### src/rtl/rr_arb_pkg.sv
// Purpose : shared types and sizes for the 8-way round-robin arbiter.
// Latency : n/a (package only).
// Backpr. : n/a (package only).
package rr_arb_pkg;

    localparam int NREQ = 8;
    localparam int IDW  = 3;

    typedef enum logic {
        IDLE = 1'b0,
        BUSY = 1'b1
    } state_t;

    // Binary requester index to one-hot grant vector.
    function automatic logic [NREQ-1:0] id2onehot(input logic [IDW-1:0] id);
        return NREQ'(1) << id;
    endfunction

endpackage

### src/rtl/rr_mask_enc.sv
// Purpose : rotated priority encoder; first set req bit at or above ptr, wrapping 7->0.
// Latency : combinational, zero cycles.
// Backpr. : none; pure function of req and ptr.
//
// Ports:
//   req [NREQ-1:0] - request vector
//   ptr [IDW-1:0]  - index that has highest priority this cycle
//   id  [IDW-1:0]  - winning index (0 when nothing requested)
//   any            - at least one request is set
module rr_mask_enc
    import rr_arb_pkg::*;
(
    input  logic [NREQ-1:0] req,
    input  logic [IDW-1:0]  ptr,
    output logic [IDW-1:0]  id,
    output logic            any
);

    logic [IDW-1:0] idx;

    always_comb begin
        id  = '0;
        any = 1'b0;
        idx = '0;
        // Walk the requesters starting at ptr; the IDW-bit add wraps 7->0.
        for (int i = 0; i < NREQ; i++) begin
            idx = ptr + IDW'(i);
            if (!any && req[idx]) begin
                id  = idx;
                any = 1'b1;
            end
        end
    end

endmodule

### src/rtl/rr_arb8.sv
// Purpose : 8-requester round-robin arbiter, grant held until the owner drops req.
// Latency : 1 cycle req->gnt; always one IDLE cycle between consecutive grants.
// Backpr. : en=0 blocks new grants only; an active grant is never stalled by en.
//
// Ports:
//   clk, rst_n      - clock, asynchronous active-low reset
//   en              - allow new grants
//   req [7:0]       - level requests, held until served
//   gnt [7:0]       - registered one-hot grant
//   gnt_id [2:0]    - registered index of the grant (0 when idle)
//   gnt_valid       - grant active (equals |gnt)
//   timeout         - one-cycle pulse when a grant is forcibly revoked
//
// Optional feature macro: RR_ARB8_TIMEOUT_EN bounds each grant to HOLD_MAX
// cycles. Without it the hold counter does not exist and timeout is tied to 0.
module rr_arb8
    import rr_arb_pkg::*;
#(
    parameter int HOLD_MAX = 16
) (
    input  logic            clk,
    input  logic            rst_n,
    input  logic            en,
    input  logic [NREQ-1:0] req,
    output logic [NREQ-1:0] gnt,
    output logic [IDW-1:0]  gnt_id,
    output logic            gnt_valid,
    output logic            timeout
);

    if (HOLD_MAX < 1) begin : g_bad_hold_max
        $error("rr_arb8: HOLD_MAX must be at least 1");
    end

    state_t         state;
    logic [IDW-1:0] ptr;
    logic [IDW-1:0] win_id;
    logic           win_any;
    logic           release_gnt;

    rr_mask_enc u_enc (
        .req (req),
        .ptr (ptr),
        .id  (win_id),
        .any (win_any)
    );

`ifdef RR_ARB8_TIMEOUT_EN
    localparam int CW = (HOLD_MAX > 2) ? $clog2(HOLD_MAX) : 1;

    logic [CW-1:0] hold_cnt;
    logic          timeout_q;
    logic          hold_expired;

    // hold_cnt is 0 in the first BUSY cycle, so expiry at HOLD_MAX-1 gives
    // exactly HOLD_MAX cycles of grant.
    assign hold_expired = (hold_cnt == CW'(HOLD_MAX - 1));
    assign release_gnt  = !req[gnt_id] || hold_expired;
    assign timeout      = timeout_q;
`else
    assign release_gnt  = !req[gnt_id];
    assign timeout      = 1'b0;
`endif

    always_ff @(posedge clk or negedge rst_n) begin
        if (!rst_n) begin
            state     <= IDLE;
            ptr       <= '0;
            gnt       <= '0;
            gnt_id    <= '0;
            gnt_valid <= 1'b0;
`ifdef RR_ARB8_TIMEOUT_EN
            hold_cnt  <= '0;
            timeout_q <= 1'b0;
`endif
        end else begin
`ifdef RR_ARB8_TIMEOUT_EN
            timeout_q <= 1'b0;
`endif
            case (state)
                IDLE: begin
                    if (en && win_any) begin
                        state     <= BUSY;
                        gnt       <= id2onehot(win_id);
                        gnt_id    <= win_id;
                        gnt_valid <= 1'b1;
`ifdef RR_ARB8_TIMEOUT_EN
                        hold_cnt  <= '0;
`endif
                    end
                end
                BUSY: begin
                    if (release_gnt) begin
                        state     <= IDLE;
                        gnt       <= '0;
                        gnt_id    <= '0;
                        gnt_valid <= 1'b0;
                        // Owner drops to lowest priority for the next round.
                        ptr       <= gnt_id + IDW'(1);
`ifdef RR_ARB8_TIMEOUT_EN
                        // Only a revoke (owner still requesting) is a timeout.
                        timeout_q <= req[gnt_id];
`endif
                    end
`ifdef RR_ARB8_TIMEOUT_EN
                    else begin
                        hold_cnt <= hold_cnt + CW'(1);
                    end
`endif
                end
                default: state <= IDLE;
            endcase
        end
    end

endmodule

### config.mk
export PLATFORM = sky130hd
export DESIGN_NAME = rr_arb8
export DESIGN_NICKNAME = d
export VERILOG_FILES = /design/src/rtl/rr_arb_pkg.sv /design/src/rtl/rr_mask_enc.sv /design/src/rtl/rr_arb8.sv
export SDC_FILE = /design/constraint.sdc
export NUM_CORES = 1
export LEC_CHECK = 0
export CORE_ASPECT_RATIO = 2
export CORE_UTILIZATION = 57
export CTS_CLUSTER_DIAMETER = 50
export CTS_CLUSTER_SIZE = 28
export DETAILED_ROUTE_END_ITERATION = 8
export GPL_TIMING_DRIVEN = 0
export PLACE_DENSITY = 0.88
export SYNTH_ARGS = -nofsm -noshare
export SYNTH_HDL_FRONTEND = slang
export SYNTH_SLANG_ARGS = --single-unit
### constraint.sdc
create_clock -name clk -period 4.3 [get_ports clk]
set_input_delay 0.645 -clock clk [delete_from_list [all_inputs] [get_ports clk]]
set_output_delay 0.645 -clock clk [all_outputs]
set_load 0.05 [all_outputs]
==> flow_summary.ini, run 1 <==
[clocking]
cts_buffer_depth = 2
cts_hold_buffers = 0
cts_num_sinks = 16
insertion_delay_ns = 0.26
postCtsSetupBuffers = 0
htree_levels = 1
cts_tree = built
numCtsBuffers = 3
root_buffer = clkbuf_8
clk_pin_slew_worst_paths_ns = 0.06
cts.repair.resized = 0

[floorplan]
num_rows = 30
io_pins = 24
die_h_um = 85.4
fp.coreArea_um2 = 3340
fp.dieArea_um2 = 3730
initial_core_util_pct = 59.3
die_width_um = 43.7

[synth]
synth_seq_cells = 16
synth_edf_count = 0
syn_nets = 199
synthArstFlopShare_pct = 100
synth_area_um2 = 1980
avgSynthCellArea_um2 = 10.7
netlist_instances = 185
ys_seq_area_share_pct = 20.2
yosysWarnings = 0
synthFlopType = dfrtp_1
synth.distinct_cells = 67

[grt]
grt_max_degree = 17
antenna_found_initial = 0
track_usage_pct = 32.3
grt_pass1_vias = 1773
grt_pass1_wl_um = 8930
grt_overflow = 0

[final_layout]
instances_no_fill = 243
final_cell_area_um2 = 2300
area_delta_synth_final_pct = 15.9
layout_common_cells = clkdlybuf4s50_1 (22), dfrtp_1 (16), mux4_2 (15), nand2_1 (15)
final_common_cell = clkdlybuf4s50_1
fin_nets = 226
fin_util_pct = 68.8
num_antenna_cells = 0
drive_gt1_share_pct = 30.8

[place]
place_inst = 239
place.gp.congestion = 0.956
hpwl_um = 4030
portBuffers = 22
place_area_um2 = 2240

[detailed_routing]
wl_um = 5360
drtPass1Iterations = 4
first_iter_violations = 61
via_per_inst = 7.29
drt-wirelength-per-cell_um = 22.0
ant_nets = 0
vias = 1772
drc = 0

[timing]
slew_viol_final = 0
hold_viol = 0
slew_headroom_pct = 52.9
worst_slew_pin_slew_ns = 0.704
rsz0062_at_grt = no
fmax_mhz = 266
fin_setup_tns_ns = 0
timing.final.crit_share_pct = 87.5
skew_ns = 0.00270
fin_crit_ns = 3.76
finalSetupViolCount = 0

[worst_setup_path]
endpoint_kind = register
critPathMaxFanout = 10
cp_data_arrival_time_ns = 3.90
crit_type = reg -> reg
cp_data_required_time_ns = 4.44
critPathLaunchType = register

[status]
outcome = complete, no violations

[flow_run]
max_cap_violations = 0

[min_path]
hold_path_class = reg -> reg
==> metal layers <==
metal,up-vias,track usage [%],routed length [um]
li1,791,-,-
met3,27,2.34,162
met2,72,55.9,2960
met4,0,24.7,359
met5,-,0,0
met1,882,34.2,1870
==> state kept, by name (all words and copies together), names as in the netlist <==
| signal | cells |
|---|---|
| gnt_id | 3 |
| state | 1 |
| gnt | 8 |
| gnt_valid | 1 |
| ptr | 3 |
==> cells in the mapped netlist (all sizes together), types with 3 or more instances <==
cell,number,area [um^2]
dfrtp,16,400
mux4,15,338
nand2,15,56.3
mux2,14,158
mux2i,10,100
nand3,10,50.1
o21ai,10,53.8
buf,9,87.6
inv,7,26.3
nor2,6,30.0
a221oi,4,41.3
a32o,4,40.0
o31ai,4,50.1
a21oi,3,15.0
a31oi,3,18.8
clkbuf,3,31.3
ha,3,37.5
nor3,3,31.3
nor3b,3,22.5
==> area by class of cell <==
| cell class | count | area [um^2] |
|---|---|---|
| tap | 32 | 40.0 |
| inverter | 7 | 26.3 |
| multi-input combinational | 150 | 1440 |
| buffer | 12 | 119 |
| clock buffer | 4 | 55.1 |
| sequential | 16 | 400 |
| fill | 238 | 1040 |
| timing repair buffer | 22 | 220 |
==> critical path: stages (launching register included) <==
cell,delay [ns]
dfrtp_1,0.46
buf_4,0.26
inv_1,0.16
ha_1,0.33
buf_6,0.14
buf_8,0.14
mux2_1,0.34
mux2_2,0.29
mux2i_1,0.50
o221ai_1,0.23
o211ai_1,0.18
o311ai_2,0.26
a32o_1,0.32
==> cells by family (layout without fill, tap and decap cells) <==
| kind of cell | after synthesis | after routing | share of synthesized area, % |
|---|---|---|---|
| AND/OR/NAND/NOR | 52 | 52 | 15.6 |
| AO/OA/AOI/OAI | 51 | 51 | 23.0 |
| multiplexers | 39 | 39 | 30.1 |
| buffers and inverters | 19 | 45 | 7.32 |
| flip-flops | 16 | 16 | 20.2 |
| XOR/XNOR | 4 | 4 | 1.77 |
| adder cells (fa/ha/maj) | 3 | 3 | 1.89 |
| other | 1 | 1 | 0.189 |
==> through the flow <==
step,hold WS (ns),setup WS [ns]
after CTS,0.480,0.588
after global placement,0.463,0.635
final,0.481,0.538
after global routing,0.506,0.370
after floorplan,0.349,1.11
after detailed placement,0.465,0.605
==> path summary, 6_finish.rpt <==
| kind | startpoint | to | slack (ns) | depth (start not counted) |
|---|---|---|---|---|
| setup / recovery | ptr[1]$_DFFE_PN0P_ | gnt[7]$_DFFE_PN0P_ | 0.54 | 12 |
| max in group asynchronous | rst_n | gnt[5]$_DFFE_PN0P_ | 3.04 | 1 |
| hold / removal | gnt_valid$_DFFE_PN0P_ | gnt_valid$_DFFE_PN0P_ | 0.48 | 2 |
| hold reg to reg | gnt_valid$_DFFE_PN0P_ | gnt_valid$_DFFE_PN0P_ | 0.48 | 2 |
| setup reg to reg | ptr[1]$_DFFE_PN0P_ | gnt[7]$_DFFE_PN0P_ | 0.54 | 12 |
| min in group asynchronous | rst_n | gnt[1]$_DFFE_PN0P_ | 0.81 | 1 |
Power of run 1 is not shown: default switching activity piles up to over one toggle a cycle in this logic, so the estimate is an artifact.
==> inputs of run 2 (changes only) <==
ABC_CLOCK_PERIOD_IN_PS = 4300   (was unset)
==> results of run 2 <==
No change in the layout: final DEF, timing and power equal those of run 1.
Power of run 2 is left out for the same reason.
==> edit: new RTL, settings of run 1 <==
Set the package constant `IDW` to 6 (it was 3).
--- a/src/rtl/rr_arb_pkg.sv
+++ b/src/rtl/rr_arb_pkg.sv
@@ -4,7 +4,7 @@
 package rr_arb_pkg;
 
     localparam int NREQ = 8;
-    localparam int IDW  = 3;
+    localparam int IDW  = 6;
 
     typedef enum logic {
         IDLE = 1'b0,
Interface: changed (resized gnt_id); port bits go from 24 to 27. The function was not compared with the original's and may differ.
==> edit against run 1 <==
Critical path depth is 1 higher. Routed wire length grew 53%. Highest routed layer unchanged. Critical endpoint is now gnt[6]. Synthesized cell count rose by 65%. Worst setup slack got worse by 0.46 ns. Maximum frequency is 11% lower. Synthesized area grew 38%. Cell area grew 39%. Sequential share of layout area shrank 0.11 points. Sequential cell count increased by 6. Clock skew is essentially flat.
Power is left out: the tool's default activity adds up to more than one toggle a clock period on the data nets, which glitch-free logic cannot reach.
==> edit: results (changes against run 1) <==
stage,metric,value,unit,change
synth,Synth area leaders,"sky130_fd_sc_hd__dfrtp_1, sky130_fd_sc_hd__mux4_2, sky130_fd_sc_hd__xnor2_1",,
synth,compound-gate portion of the synthesized area,0.2153,,-0.01450
grt,largest net degree at the start of global routing,23,,+6
detailed_routing,total wire length,8196,um,+53%
cts,post-CTS setup-driven buffer insertion count,1,,+1
detailed_routing,number of vias after detailed routing,2736,,+54%
synth,adder-cell share of the synthesized area,0.04581,,+0.02687
finish,largest registers,"gnt (8), gnt_id (6), ptr (6)",,
synth,distinct cell type count of the synthesized netlist,58,,-13%
placement,worst slack at placement,-0.5105,ns,-1.115 ns
placement,placer's final routability congestion estimate,0.9279,,-2.9%
synth,top post-synthesis cells by count,"sky130_fd_sc_hd__nand2_1, sky130_fd_sc_hd__dfrtp_1, sky130_fd_sc_hd__nor2_1",,
synth,share of cell area taken by muxes after synthesis,0.2519,,-0.04856
synth,total nets after synthesis,327,,+64%
grt,total track usage,0.3421,,+0.01947
placement,estimated wirelength of the detail-placed design,6218,um,+54%
detailed_routing,drt first pass iters,6,,+2
status,status,"complete, no violations",,
cts,# resized after CTS,9,,+9
detailed_routing,drt initial violations,176,,+190%
detailed_routing,vias per cell,7.015,,-3.8%
grt,first-pass GRT wire length,12910,um,+45%
cts,clock-pin slew on the worst setup and hold paths,0.08,ns,+0.02 ns
grt,vias in the first global route,2755,,+55%
placement,number of buffer cells added on primary ports,25,,+14%
synth,syn_area_per_cell,8.926,um^2,-17%
critical_path,standard cell with the maximum stage delay on the critical path,sky130_fd_sc_hd__dfrtp_1,,
critical_path,critical path arrival,4.38,ns,+0.48 ns
critical_path,launch point of the worst path,ptr[2],,
finish,share of cells above drive strength 1,0.1821,,-0.1260
timing,Max transition margin,0.3115,,-0.2175
critical_path,family with the most delay on the worst path,simple AND/OR/NAND/NOR gates,,
## edit: cell families (layout without fill, tap and decap cells)
| logic type | count (synthesis) | count (layout) |
|---|---|---|
| and+or+nand+nor | 87 | 87 |
| muxes | 42 | 42 |
| buffers and inverters | 35 | 64 |
| other | 1 | 1 |
| xor gates and xnor gates | 21 | 21 |
| adders and majority gates | 10 | 10 |
| DFF | 22 | 22 |
| AOI/OAI and AO/OA | 88 | 88 |
## edit: per-layer routing
layer	routed length (um)	vias up	GRT usage
li1	-	1207	-
met1	2643	1319	0.3399
met5	0	-	0
met3	473	58	0.02576
met4	656	0	0.2650
met2	4423	152	0.6235
## edit: path summary, 6_finish.rpt
path | end | slack, ns | depth (start not counted)
setup / recovery | gnt[6] | 0.08 | 13
hold / removal | gnt_valid | 0.50 | 2
setup reg to reg | gnt[6] | 0.08 | 13
hold reg to reg | gnt_valid | 0.50 | 2
max in group asynchronous | ptr[1] | 2.74 | 1
min in group asynchronous | gnt_id[4] | 0.91 | 1
## edit: through the flow
step / util / setup TNS, ns / cell area [um^2] / hold WS, ns
2_1_floorplan: - / 0 / 2731 / 0.3494
3_3_place_gp: 0.6634 / -5.851 / 3050 / 0.4589
3_5_place_dp: 0.6634 / -7.103 / 3050 / 0.4889
4_1_cts: 0.6833 / 0 / 3142 / 0.5072
5_1_grt: 0.6928 / 0 / 3186 / 0.5221
6_report: 0.6928 / 0 / 3186 / 0.4993
## edit: layout make-up
cell class | instances | area (um^2)
Buffer | 27 | 140.1
Clock buffer | 4 | 55.05
Fill cell | 357 | 1413
Inverter | 7 | 26.28
Multi-Input combinational cell | 249 | 2086
Sequential cell | 22 | 551.8
Tap cell | 55 | 68.82
Timing Repair Buffer | 26 | 257.7
